===== config.mk =====
export PLATFORM = sky130hd
export DESIGN_NAME = divide_arbiter
export DESIGN_NICKNAME = d
export VERILOG_FILES = /design/src/rtl/divide_arb_pkg.sv /design/src/rtl/rr_arbiter.sv /design/src/rtl/divide_arbiter.sv
export SDC_FILE = /design/constraint.sdc
export NUM_CORES = 1
export LEC_CHECK = 0
export ABC_CLOCK_PERIOD_IN_PS = 3900
export CORE_AREA = 2 2 158 160
export CTS_CLUSTER_SIZE = 40
export DETAILED_ROUTE_END_ITERATION = 16
export DIE_AREA = 0 0 160 162
export GPL_ROUTABILITY_DRIVEN = 0
export GPL_TIMING_DRIVEN = 0
export PLACE_DENSITY = 0.68
export RECOVER_POWER = 50
export SLEW_MARGIN = 10
export SYNTH_ARGS = -nofsm -noshare
export SYNTH_HDL_FRONTEND = slang
export SYNTH_HIERARCHICAL = 1
export SYNTH_SLANG_ARGS = --single-unit

===== constraint.sdc =====
create_clock -name clock -period 3.9 [get_ports clock]
set_input_delay 0.78 -clock clock [delete_from_list [all_inputs] [get_ports clock]]
set_output_delay 0.78 -clock clock [all_outputs]
set_load 0.02 [all_outputs]

===== src/rtl/divide_arb_pkg.sv =====
// -----------------------------------------------------------------------------
// divide_arb_pkg
//   Shared definitions for the divider arbiter:
//     - arb_state_e : controller states (IDLE, ISSUE, WAIT, CLEAR, RESP)
//     - sat_pos/neg : saturation constants for a signed word of width w,
//                     used when a zero divisor bypasses the divider
//     - id_width    : width of a requester index for n requesters
// -----------------------------------------------------------------------------
package divide_arb_pkg;

  typedef enum logic [2:0] {
    ST_IDLE  = 3'd0,
    ST_ISSUE = 3'd1,
    ST_WAIT  = 3'd2,
    ST_CLEAR = 3'd3,
    ST_RESP  = 3'd4
  } arb_state_e;

  function automatic int id_width(input int n);
    return (n > 1) ? $clog2(n) : 1;
  endfunction

  // Largest positive value of a w-bit signed word, zero-extended to 64 bits.
  function automatic logic [63:0] sat_pos(input int w);
    return (64'd1 << (w - 1)) - 64'd1;
  endfunction

  // Most negative value of a w-bit signed word (only the sign bit set).
  function automatic logic [63:0] sat_neg(input int w);
    return 64'd1 << (w - 1);
  endfunction

endpackage


===== src/rtl/rr_arbiter.sv =====
// -----------------------------------------------------------------------------
// rr_arbiter
//   Purely combinational round-robin picker. The search starts at the
//   requester after last_grant and wraps around; the first asserted request
//   wins. The owner of last_grant is the parent.
//   Ports:
//     last_grant  in   ID_W   index granted most recently
//     req         in   N_REQ  request vector
//     grant       out  N_REQ  one-hot grant (all zero when req is zero)
//     grant_idx   out  ID_W   index of the granted requester
// -----------------------------------------------------------------------------
module rr_arbiter
  import divide_arb_pkg::*;
#(
  parameter int N_REQ = 4,
  parameter int ID_W  = id_width(N_REQ)
) (
  input  logic [ID_W-1:0]  last_grant,
  input  logic [N_REQ-1:0] req,
  output logic [N_REQ-1:0] grant,
  output logic [ID_W-1:0]  grant_idx
);

  logic            found;
  logic [ID_W-1:0] cand;

  always_comb begin
    grant     = '0;
    grant_idx = '0;
    found     = 1'b0;
    cand      = '0;
    for (int off = 1; off <= N_REQ; off++) begin
      cand = ID_W'((int'(last_grant) + off) % N_REQ);
      if (!found && req[cand]) begin
        found       = 1'b1;
        grant[cand] = 1'b1;
        grant_idx   = cand;
      end
    end
  end

endmodule


===== src/rtl/divide_arbiter.sv =====
// -----------------------------------------------------------------------------
// divide_arbiter
//   Shares one iterative signed fixed-point divider among N_REQ requesters.
//   One request is in flight at a time; requesters are served round-robin.
//   The controller walks IDLE -> ISSUE -> WAIT -> CLEAR -> RESP -> IDLE,
//   pulsing the divider start and clear strobes and returning the quotient
//   with the requester index on a valid/ready response channel. A divide
//   that takes TIMEOUT cycles in WAIT is abandoned with rsp_err set.
//
//   Optional build macro DIVIDE_ARB_ZERO_BYPASS_EN: a granted request with a
//   zero divisor skips the divider and answers directly with a saturated
//   quotient (sign taken from the dividend) and rsp_err clear.
//
//   Ports:
//     clock          in   1              rising-edge clock
//     reset          in   1              asynchronous, active-low
//     req_valid      in   N_REQ          per-requester request valid
//     req_ready      out  N_REQ          one-hot accept, IDLE only
//     req_dividend   in   N_REQ*D_WIDTH  packed, slice i = requester i
//     req_divisor    in   N_REQ*D_WIDTH  packed, slice i = requester i
//     div_valid_in   out  1              divider start pulse
//     div_dividend   out  D_WIDTH        latched operand
//     div_divisor    out  D_WIDTH        latched operand
//     div_valid_out  in   1              divider done (level until cleared)
//     div_quotient   in   D_WIDTH        divider result
//     div_clear      out  1              returns the divider to idle
//     rsp_valid      out  1              response valid
//     rsp_ready      in   1              response accepted
//     rsp_id         out  ID_W           requester being answered
//     rsp_quotient   out  D_WIDTH        result
//     rsp_err        out  1              divide timed out
//     busy           out  1              controller not in IDLE
// -----------------------------------------------------------------------------
module divide_arbiter
  import divide_arb_pkg::*;
#(
  parameter int N_REQ   = 4,
  parameter int D_WIDTH = 32,
  parameter int Q_BITS  = 10,
  parameter int TIMEOUT = 255,
  parameter int ID_W    = id_width(N_REQ)
) (
  input  logic                     clock,
  input  logic                     reset,
  input  logic [N_REQ-1:0]         req_valid,
  output logic [N_REQ-1:0]         req_ready,
  input  logic [N_REQ*D_WIDTH-1:0] req_dividend,
  input  logic [N_REQ*D_WIDTH-1:0] req_divisor,
  output logic                     div_valid_in,
  output logic [D_WIDTH-1:0]       div_dividend,
  output logic [D_WIDTH-1:0]       div_divisor,
  input  logic                     div_valid_out,
  input  logic [D_WIDTH-1:0]       div_quotient,
  output logic                     div_clear,
  output logic                     rsp_valid,
  input  logic                     rsp_ready,
  output logic [ID_W-1:0]          rsp_id,
  output logic [D_WIDTH-1:0]       rsp_quotient,
  output logic                     rsp_err,
  output logic                     busy
);

  // The fractional-bit count only matters for interpreting the saturation
  // constants; reject configurations with no integer bits at all.
  if (Q_BITS >= D_WIDTH) begin : g_bad_q_bits
    $error("divide_arbiter: Q_BITS must be smaller than D_WIDTH");
  end

  localparam int              CNT_W   = (TIMEOUT > 1) ? $clog2(TIMEOUT) : 1;
  localparam logic [CNT_W-1:0] TO_LAST = CNT_W'(TIMEOUT - 1);

`ifdef DIVIDE_ARB_ZERO_BYPASS_EN
  localparam logic [D_WIDTH-1:0] SAT_POS = D_WIDTH'(sat_pos(D_WIDTH));
  localparam logic [D_WIDTH-1:0] SAT_NEG = D_WIDTH'(sat_neg(D_WIDTH));
`endif

  arb_state_e                 state_q, state_d;
  logic [ID_W-1:0]            last_grant_q, last_grant_d;
  logic [ID_W-1:0]            id_q, id_d;
  logic signed [D_WIDTH-1:0]  dividend_q, dividend_d;
  logic signed [D_WIDTH-1:0]  divisor_q, divisor_d;
  logic signed [D_WIDTH-1:0]  quot_q, quot_d;
  logic                       err_q, err_d;
  logic [CNT_W-1:0]           cnt_q, cnt_d;

  logic [N_REQ-1:0]           grant_oh;
  logic [ID_W-1:0]            grant_idx;
  logic [D_WIDTH-1:0]         dvd_arr [N_REQ];
  logic [D_WIDTH-1:0]         dvs_arr [N_REQ];
  logic signed [D_WIDTH-1:0]  sel_dividend;
  logic signed [D_WIDTH-1:0]  sel_divisor;

  for (genvar i = 0; i < N_REQ; i++) begin : g_unpack
    assign dvd_arr[i] = req_dividend[i*D_WIDTH +: D_WIDTH];
    assign dvs_arr[i] = req_divisor[i*D_WIDTH +: D_WIDTH];
  end

  assign sel_dividend = dvd_arr[grant_idx];
  assign sel_divisor  = dvs_arr[grant_idx];

  rr_arbiter #(
    .N_REQ (N_REQ),
    .ID_W  (ID_W)
  ) u_rr_arbiter (
    .last_grant (last_grant_q),
    .req        (req_valid),
    .grant      (grant_oh),
    .grant_idx  (grant_idx)
  );

  always_comb begin
    state_d      = state_q;
    last_grant_d = last_grant_q;
    id_d         = id_q;
    dividend_d   = dividend_q;
    divisor_d    = divisor_q;
    quot_d       = quot_q;
    err_d        = err_q;
    cnt_d        = cnt_q;
    case (state_q)
      ST_IDLE: begin
        if (|grant_oh) begin
          last_grant_d = grant_idx;
          id_d         = grant_idx;
          dividend_d   = sel_dividend;
          divisor_d    = sel_divisor;
`ifdef DIVIDE_ARB_ZERO_BYPASS_EN
          if (sel_divisor == '0) begin
            quot_d  = sel_dividend[D_WIDTH-1] ? SAT_NEG : SAT_POS;
            err_d   = 1'b0;
            state_d = ST_RESP;
          end else begin
            state_d = ST_ISSUE;
          end
`else
          state_d = ST_ISSUE;
`endif
        end
      end
      ST_ISSUE: begin
        cnt_d   = '0;
        state_d = ST_WAIT;
      end
      ST_WAIT: begin
        // A done that arrives on the last allowed cycle still wins over
        // the timeout.
        if (div_valid_out) begin
          quot_d  = div_quotient;
          err_d   = 1'b0;
          state_d = ST_CLEAR;
        end else if (cnt_q == TO_LAST) begin
          quot_d  = '0;
          err_d   = 1'b1;
          state_d = ST_CLEAR;
        end else begin
          cnt_d = cnt_q + CNT_W'(1);
        end
      end
      ST_CLEAR: begin
        state_d = ST_RESP;
      end
      ST_RESP: begin
        if (rsp_ready) begin
          err_d   = 1'b0;
          state_d = ST_IDLE;
        end
      end
      default: begin
        state_d = ST_IDLE;
      end
    endcase
  end

  always_ff @(posedge clock or negedge reset) begin
    if (!reset) begin
      state_q      <= ST_IDLE;
      last_grant_q <= ID_W'(N_REQ - 1);
      id_q         <= '0;
      dividend_q   <= '0;
      divisor_q    <= '0;
      quot_q       <= '0;
      err_q        <= 1'b0;
      cnt_q        <= '0;
    end else begin
      state_q      <= state_d;
      last_grant_q <= last_grant_d;
      id_q         <= id_d;
      dividend_q   <= dividend_d;
      divisor_q    <= divisor_d;
      quot_q       <= quot_d;
      err_q        <= err_d;
      cnt_q        <= cnt_d;
    end
  end

  // req_ready is combinational from req_valid; gating it with reset keeps
  // every output at zero while reset is held.
  assign req_ready    = (state_q == ST_IDLE && reset) ? grant_oh : '0;
  assign div_valid_in = (state_q == ST_ISSUE);
  assign div_clear    = (state_q == ST_CLEAR);
  assign rsp_valid    = (state_q == ST_RESP);
  assign busy         = (state_q != ST_IDLE);
  assign div_dividend = dividend_q;
  assign div_divisor  = divisor_q;
  assign rsp_id       = id_q;
  assign rsp_quotient = quot_q;
  assign rsp_err      = err_q;

endmodule


==> results.txt, run 1 <==
The flow ran to the end, and the final reports show no timing, DRC or antenna violations. The average routed wire per standard cell came out at a little over 20 microns. The mean number of vias per cell is 4.816. The final critical delay including setup and external delays is approximately 3700 ps. The final count of hold timing violations came out at 0.

The pin count of the biggest net entering global routing came out at between 60 and 70. The sequential cell area is 2805 sq um. The initialized floorplan defines 57 standard-cell rows. In this run, distinct cell masters in the synthesized netlist total 51. met2 is the most crowded layer. The synthesized design contains 0 enable-type register cells. The mean cell area of the mapped netlist came out at about 15 sq um. The signal on the critical path passes through buf_4, inv_1, ha_1, buf_4, mux4_2, nand2_1, o21ai_0, a221o_2, and3_1, dlygate4sd2_1. The gate count of the mapped netlist came out at around 450.

The initial antenna violation count is 0. For this run, the top clock speed supported by timing is 267.0 MHz. The logic gate share of total power is between 60% and 70%. After layout, the worst path uses between 90% and 100% of the clock period. The number of buffers on the longest clock path is 2. In the final layout, the multi-input gates occupy 3552 sq um. The area overhead of the layout relative to synthesis is 70.99%. The filler cell count is ~2.2k. The count of buffers from port buffering came out at about 400. The clock tree synthesis step divided the H-tree into 3 levels. The floorplan die area is roughly 26,000 sq um. STA classifies the critical path endpoint as an output pin.

The library cell used as clock root buffer is clkbuf_16. The path type of the worst setup path is reg -> out. The cell type with the highest occurrence count on the critical path is buf_4. The met3 track utilization from global routing came out at ~4.4%. For met2 alone, demand over resource in global routing was a little under a third. The worst path required time is between 3000 and 4000 ps. Of all nets on the critical path, the largest fanout is 10. Clock-pin slew was measured on the worst setup and hold paths at 80 ps. The final worst clock skew came out at 12.37 ps. The count of routing violations after the opening detailed-route iteration came out at between 300 and 400. The sequential fraction of design power is between 20% and 30%. The top-area cell type share of the netlist area came out at slightly above 40%. The total negative slack came out at 0 ps. For this configuration, the core starts out at a cell density of between 20% and 30%. Setup repair after global routing left no endpoint under its margin. In the final layout, the share of cells above drive strength 1 is between 20% and 30%.

Global routing used roughly 23% of the available met1 tracks. The clock net in this run drives a total of approximately 110 sinks. The standard cell core area is approximately 24,000 sq um.

The total global routing track utilization is between 10% and 20%. Yosys attributes the largest share of cell area to dfrtp_1 (41%), mux4_2 (22%), mux2_4 (14%). The maximum resistive drop on vdd came out at between 300 and 400 uV. The residual antenna-violating net count after detailed routing is 0. The first-pass GRT wire length came out at between 30 and 40 mm. The clock insertion delay at the later pin of the skew report is roughly 360 ps. The worst pin sits at a relative slew slack of between 20% and 30%. Among all flip-flop cells after synthesis, the most frequent one is dfrtp_1. The finished cells cover about 11,000 sq um. The worst register-to-register path has a depth of 13.

Summed over all nets, the half-perimeter wirelength after detailed placement is slightly below 20 mm. The final count of negative-setup-slack endpoints came out at 0. The final routed wirelength across all metal layers is between 20 and 25 mm.

Of all flip-flops after synthesis, the portion carrying an async set or reset was 100.0%. The post-synthesis register bit count came out at between 100 and 150. The count of pins over their slew limit came out at 0. In this run the power density over the cells is between 800 and 900 nW/um^2. The analysis attributes to net switching a power of 0.003717 W.

The hold buffer count at cts is 0. Net switching is roughly two fifths of the power. On the critical path, the stage with the largest delay is an instance of dfstp_2.

The routed via count came out at 5,726. The largest incremental delay on the critical path is about 540 ps. The static power due to leakage came out at between 4 and 5 nW. The setup slack at placement is -302.3 ps. The startpoint of the worst register-to-register path is last_grant_q[0].

The first-pass iteration count of the detailed router is 4. The number of nets in the layout is roughly 1.2k. The x dimension of the die came out at 160 microns. The most common cell after layout, fill and taps aside is clkdlybuf4s50_1. The remaining design rule violation count came out at 0. The summed instance area of the synthesized netlist is around 6700 sq um.

The via count of the first global-routing pass is between 5k and 6k. After detailed placement, the total cell area comes to between 10,000 and 15,000 sq um. The min-delay analysis places its worst path in the category in -> async.

The clock network is responsible for under 10% of the overall power. The max-capacitance violation count came out at 0. The boundary pin count came out at slightly above 400.

In the layout the commonest cells are clkdlybuf4s50_1 (366), dfrtp_1 (110), mux4_2 (66), mux2_4 (64), a22o_1 (32). The register-to-register setup slack is between 300 and 400 ps. The internal power contribution came out at between 0.005 and 0.006 W.

The worst setup margin is 154.6 ps. The count of inserted antenna diode cells came out at 0. The worst register-to-register path ends at div_dividend[6]. Counting every net in the synthesized netlist gives 751. The aggregate global routing overflow came out at 0.

The proportion of synthesized chip area in sequential cells came out at a little over two fifths. TritonCTS built the clock tree. The element type at the critical path start is a register. The number of buffers created by CTS is 9. Data arrives at the worst endpoint at 2970 ps. Summed over all instances, the cell type with the most area after synthesis is dfrtp_1. The Yosys warning count came out at 6.

The die span in y came out at around 160 microns. The worst-margin pin slew is roughly 1100 ps.
==> Yosys cell counts (3+ instances only) <==
library cell,count
o21ai_0,14
o211ai_1,3
nor3_1,4
buf_4,3
buf_6,4
clkbuf_1,15
a221o_2,4
a22o_1,32
nor2b_1,4
mux4_2,66
and3_1,6
nand3_1,9
inv_1,13
nand2_1,19
dfrtp_1,110
mux2_4,64
buf_12,7
nor2_1,7
a22oi_1,3
ha_1,10
buf_2,7
==> logic make-up (layout without fill, tap and decap cells) <==
family	count (synthesis)	count (layout)	synth area share (%)
adders and majority gates	10	10	1.863
DFF	112	112	41.77
xor gates and xnor gates	1	1	0.1305
and+or+nand+nor	67	67	5.515
buffers and inverters	50	470	5.235
AOI/OAI and AO/OA	73	73	8.720
muxes	132	132	36.76
==> through the flow <==
stage / util [%] / power [W] / hold slack (ps) / cells
2_1_floorplan: - / 0.006600 / 481.3 / 445
4_1_cts: 47.64 / 0.009928 / 356.7 / 1189
6_report: 47.63 / 0.009716 / 348.1 / 1189
3_3_place_gp: 46.19 / 0.008848 / 487.2 / 1170
5_1_grt: 47.63 / 0.01030 / 374.2 / 1189
3_5_place_dp: 46.31 / 0.008914 / 490.9 / 1171
==> final cells by class <==
type | count | area share [%]
clock inverter | 7 | 0.7519
timing repair buffer | 404 | 35.29
clock buffer | 9 | 1.961
inverter | 13 | 0.4250
tap | 324 | 3.531
buffer | 37 | 2.670
multi-input combinational | 283 | 30.94
sequential | 112 | 24.43
==> worst max-delay path by stage <==
stage                          startpoint              end  cells past startpoint
after floorplan           last_grant_q[0]  div_dividend[0]                     13
after global routing      last_grant_q[0]     req_ready[3]                     10
after detailed placement     req_valid[2]  div_dividend[7]                      9
final                     last_grant_q[0]     req_ready[1]                     10
after CTS                 last_grant_q[0]  div_dividend[7]                     10
after global placement              reset     req_ready[0]                      3
==> worst max-delay path: cells and delay by family, from the launching register on <==
kind / cells / cell delay (ps)
AND/OR/NAND/NOR: 2 / 250
AO/OA/AOI/OAI: 2 / 390
buffers and inverters: 4 / 760
flip-flops: 1 / 540
multiplexers: 1 / 360
adder cells (fa/ha/maj): 1 / 300
==> power groups by stage <==
stage / Combinational, W / Clock [W] / Sequential, W
after floorplan: 0.00389 / 0 / 0.00271
after global placement: 0.00672 / 0 / 0.00213
after detailed placement: 0.00677 / 0 / 0.00214
after CTS: 0.00682 / 0.00100 / 0.00210
after global routing: 0.00708 / 0.00105 / 0.00217
final: 0.00666 / 0.000961 / 0.00209
==> what timing repair did <==
item,4_1_cts,5_1_grt
buffers inserted,2,0
resized for setup,4,3
setup endpoints to repair,14,9
==> state kept, by name, summed over array words and instances, names as in the netlist <==
signal        cells
div_dividend     32
div_divisor      32
rsp_quotient     32
cnt_q             8
state_q           3
last_grant_q      2
rsp_id            2
rsp_err           1
==> per-layer routing <==
metal | part of all wire [%] | wire length [microns] | up-vias
met3 | 7.0 | 1679 | 15
met2 | 51 | 12230 | 266
met4 | 1.3 | 301 | 0
met1 | 41 | 9773 | 2860
met5 | 0 | 0 | -
li1 | - | - | 2585
(Power assumes the default switching activity.)
==> run 2: changes to the inputs <==
--- a/config.mk
+++ b/config.mk
@@ -5,14 +5,14 @@
 export SDC_FILE = /design/constraint.sdc
 export NUM_CORES = 1
 export LEC_CHECK = 0
-export ABC_CLOCK_PERIOD_IN_PS = 3900
-export CORE_AREA = 2 2 158 160
+export ABC_CLOCK_PERIOD_IN_PS = 4610
+export CORE_AREA = 2 2 156 158
 export CTS_CLUSTER_SIZE = 40
 export DETAILED_ROUTE_END_ITERATION = 16
-export DIE_AREA = 0 0 160 162
+export DIE_AREA = 0 0 158 160
 export GPL_ROUTABILITY_DRIVEN = 0
 export GPL_TIMING_DRIVEN = 0
-export PLACE_DENSITY = 0.68
+export PLACE_DENSITY = 0.72
 export RECOVER_POWER = 50
 export SLEW_MARGIN = 10
 export SYNTH_ARGS = -nofsm -noshare
==> constraint.sdc (replaced) <==
create_clock -name clock -period 4.61 [get_ports clock]
set_input_delay 0.922 -clock clock [delete_from_list [all_inputs] [get_ports clock]]
set_output_delay 0.922 -clock clock [all_outputs]
set_load 0.02 [all_outputs]
==> run 2 against run 1 <==
Against the previous run:
- global-route usage grew 0.46 points
- final cell count is essentially flat
- first-iteration DRC count shrank 13%
- via count shrank 0.87%
- non-clock buffer count shrank 2
- sequential cell count is the same
- routed wire length grew 0.62%
- clock skew grew 4.4 ps
- hold slack gained 130 ps
- largest cell class unchanged
- sequential share of layout area is essentially flat
- register-to-register slack gained 430 ps
==> results.txt, run 2 (synthesized netlist as in run 1, its figures left out) <==
Along the worst path, the maximum fanout reaches 11. Setup repair after global routing left no endpoint under its margin. The switching power as a share of total power came out at approximately two fifths. Setup slack on the worst reg-to-reg path comes out at roughly 750 ps.

In this run the count of I/O pins placed on the die edge is between 400 and 500. In this run, flip-flops and latches consume between 20% and 30% of the power. CTS placed an instance of clkbuf_16 at the clock tree root. IR analysis of the VDD net gives a maximum drop of about 430 uV. Cell internal power was estimated by the tool at about 0.0051 W. The logic gate share of total power came out at approximately two thirds. In the routed layout, each cell is associated on average with a via count of around 4.8. For this block, the initial DRC count from the detailed router was roughly 330. The via count of the first global-routing pass is about 6k. At the pin with the least slew margin, the transition time is approximately 1200 ps.

The cell that appears most often on the critical path is buf_4. The initial antenna violation count was 1. Leaving out fill and tap cells, the most frequent cell in the layout is clkdlybuf4s50_1.

The final count of negative-setup-slack endpoints came out at 0. Clock tree synthesis inserted a total of 9 buffers. Walking the worst path, the cells encountered are buf_4, inv_1, ha_1, buf_4, mux4_2, nand2_1, o21ai_0, a221o_2, and3_1, clkdlybuf4s50_1. The max-capacitance violation count is 0.

Entering global routing, the biggest net connects 73 pins. The clock edge transition at the registers on the reported setup and hold paths is 90 ps. The largest incremental delay on the critical path is 660 ps. The final worst clock skew is between 15 and 20 ps.

The detailed-placement wirelength estimate is just under 20 mm. The number of cell rows came out at 57. The flow ran to the end, and the final reports show no timing, DRC or antenna violations. The top cell types in the final layout, fill and taps aside, are clkdlybuf4s50_1 (381), dfrtp_1 (110), mux4_2 (66), mux2_4 (64), a22o_1 (32). Clock latency on the worst-skew pair, taken at its later pin, is around 360 ps. The data arrival time of the critical path came out at ~3400 ps. The x dimension of the die came out at around 160 microns.

The worst setup path is captured at an output pin. The kind of path behind the tightest hold check is in -> async. In this run the power density over the cells is between 700 and 800 nW/um^2. The H-tree depth is 3. The startpoint identified for the worst register-to-register timing path is last_grant_q[0]. Once routing completed, OpenROAD measured the worst setup slack at between 300 and 400 ps. The residual antenna-violating net count after detailed routing came out at 0. The critical path in this run is classified as reg -> out. Relative to the synthesized area, the layout overhead comes to 70.78%. The maximum operating frequency came out at roughly 230 MHz.

The element type at the critical path start is a register. The worst path uses between 90% and 100% of the clock period. The worst register-to-register path ends at div_divisor[7]. Summed over all layers, the routed wires come to between 20 and 25 mm. The first-pass GRT wire length came out at 35.13 mm. The number of nets in the layout is roughly 1.2k.

The count of placed standard cells including taps came out at between 1k and 1.5k. The count of pins over their slew limit is 0. Data on the critical path is required at its endpoint by roughly 3700 ps. The initial core utilization came out at 28.19%.

In the global route stage, overall resource usage came out at 18.56%. The final count of hold timing violations came to 0. TritonCTS built the clock tree.

Of the cells placed in the final design, the portion with a size suffix greater than 1 is 21.21%. The aggregate global routing overflow is 0. The routed via count is between 5k and 6k. After clock tree synthesis, the repair step resized 0 gates. The standard cell core area came out at 23,820 sq um.

The headroom to the max-slew limit is between 20% and 30%. The floorplan die area is 25,280 sq um. The final critical delay including setup and external delays came out at 4289 ps. The remaining design rule violation count is 0.

The post-CTS setup-driven buffer insertion count came out at 0. Measured in cells, the most critical reg-to-reg path has a length of 10. The final standard cell utilization of the core is 48.15%. The post-layout instance count excluding filler cells came out at 1,188. For this design the static power due to leakage is 4.620 nW. The die span in y is 160 microns. The number of buffers on the longest clock path is 2.

Summed over all nets, the switching power comes to between 0.003 and 0.004 W. Input and output buffers added on the ports amount to between 400 and 500. The number of clock sinks seen by CTS came out at 112. The hold buffer count at cts came out at 0. The slowest stage of the critical path belongs to the cell dfstp_2.

The part of the total power dissipated in the clock network came out at 9.6%. The setup slack at placement came out at 326.1 ps. The first-pass iteration count of the detailed router came out at 4.

The average routed wire per standard cell is roughly 20 microns.
[run 2: cell types whose count changed in the layout (fill, tap and decap cells not counted), sizes merged, moves of 2 or more]
| cell | change |
|---|---|
| dlygate4sd3 | -11 |
| dlygate4sd2 | -4 |
| clkdlybuf4s50 | +15 |
| inv | -2 |
[run 2: worst max-delay path by stage]
stage,from,to,slack (ps),cells past startpoint
6_report,last_grant_q[0],req_ready[2],320,10
3_5_place_dp,req_valid[2],req_ready[2],330,8
4_1_cts,last_grant_q[0],req_ready[2],290,10
5_1_grt,last_grant_q[0],req_ready[2],150,10
3_3_place_gp,reset,req_ready[2],-2790,3
2_1_floorplan,last_grant_q[0],div_dividend[0],1100,13
[run 2: cell type report]
class | count | area, sq um
clock inverter | 7 | 77.57
inverter | 13 | 48.80
timing repair buffer | 402 | 4043
sequential | 112 | 2805
buffer | 37 | 302.8
antenna | 1 | 2.502
clock buffer | 9 | 225.2
multi-input combinational | 283 | 3558
fill | 2175 | 12350
tap | 324 | 405.4
[run 2: routing by layer]
layer	GRT usage [%]	vias up	share of wire [%]
met3	4.668	19	8.5
met2	32.65	262	51
met1	22.45	2811	40
li1	-	2584	-
met5	0	-	0
met4	5.037	0	1.3
[run 2: critical path: cells and delay by family (launching register included)]
kind / cells / cell delay, ps
buf+inv: 4 / 1020
flops: 1 / 660
compound gates: 2 / 400
mux: 1 / 370
fa+ha+maj: 1 / 300
simple gates: 2 / 270
[run 2: per-stage QoR]
step	setup TNS [ps]	instance area, sq um	power, W	hold slack, ps
after global routing	0	11470	0.008731	502.4
final	0	11470	0.008256	475.0
after detailed placement	0	11160	0.007564	490.6
after floorplan	0	6715	0.005584	481.3
after global placement	-222520	11130	0.007487	488.0
after CTS	0	11470	0.008397	475.3
[run 2: power by group through the flow]
stage / Clock, W / Combinational (W) / Sequential, W
finish: 0.000791 / 0.00567 / 0.00180
global route: 0.000862 / 0.00601 / 0.00186
CTS: 0.000824 / 0.00577 / 0.00180
detailed placement: 0 / 0.00576 / 0.00181
global placement: 0 / 0.00569 / 0.00180
floorplan: 0 / 0.00329 / 0.00230
==> run 3: changes to the inputs <==
--- a/config.mk
+++ b/config.mk
@@ -7,7 +7,6 @@
 export LEC_CHECK = 0
 export ABC_CLOCK_PERIOD_IN_PS = 4610
 export CORE_AREA = 2 2 156 158
-export CTS_CLUSTER_SIZE = 40
 export DETAILED_ROUTE_END_ITERATION = 16
 export DIE_AREA = 0 0 158 160
 export GPL_ROUTABILITY_DRIVEN = 0
==> results of run 3 <==
No change in the layout: final DEF, timing and power equal those of run 2.
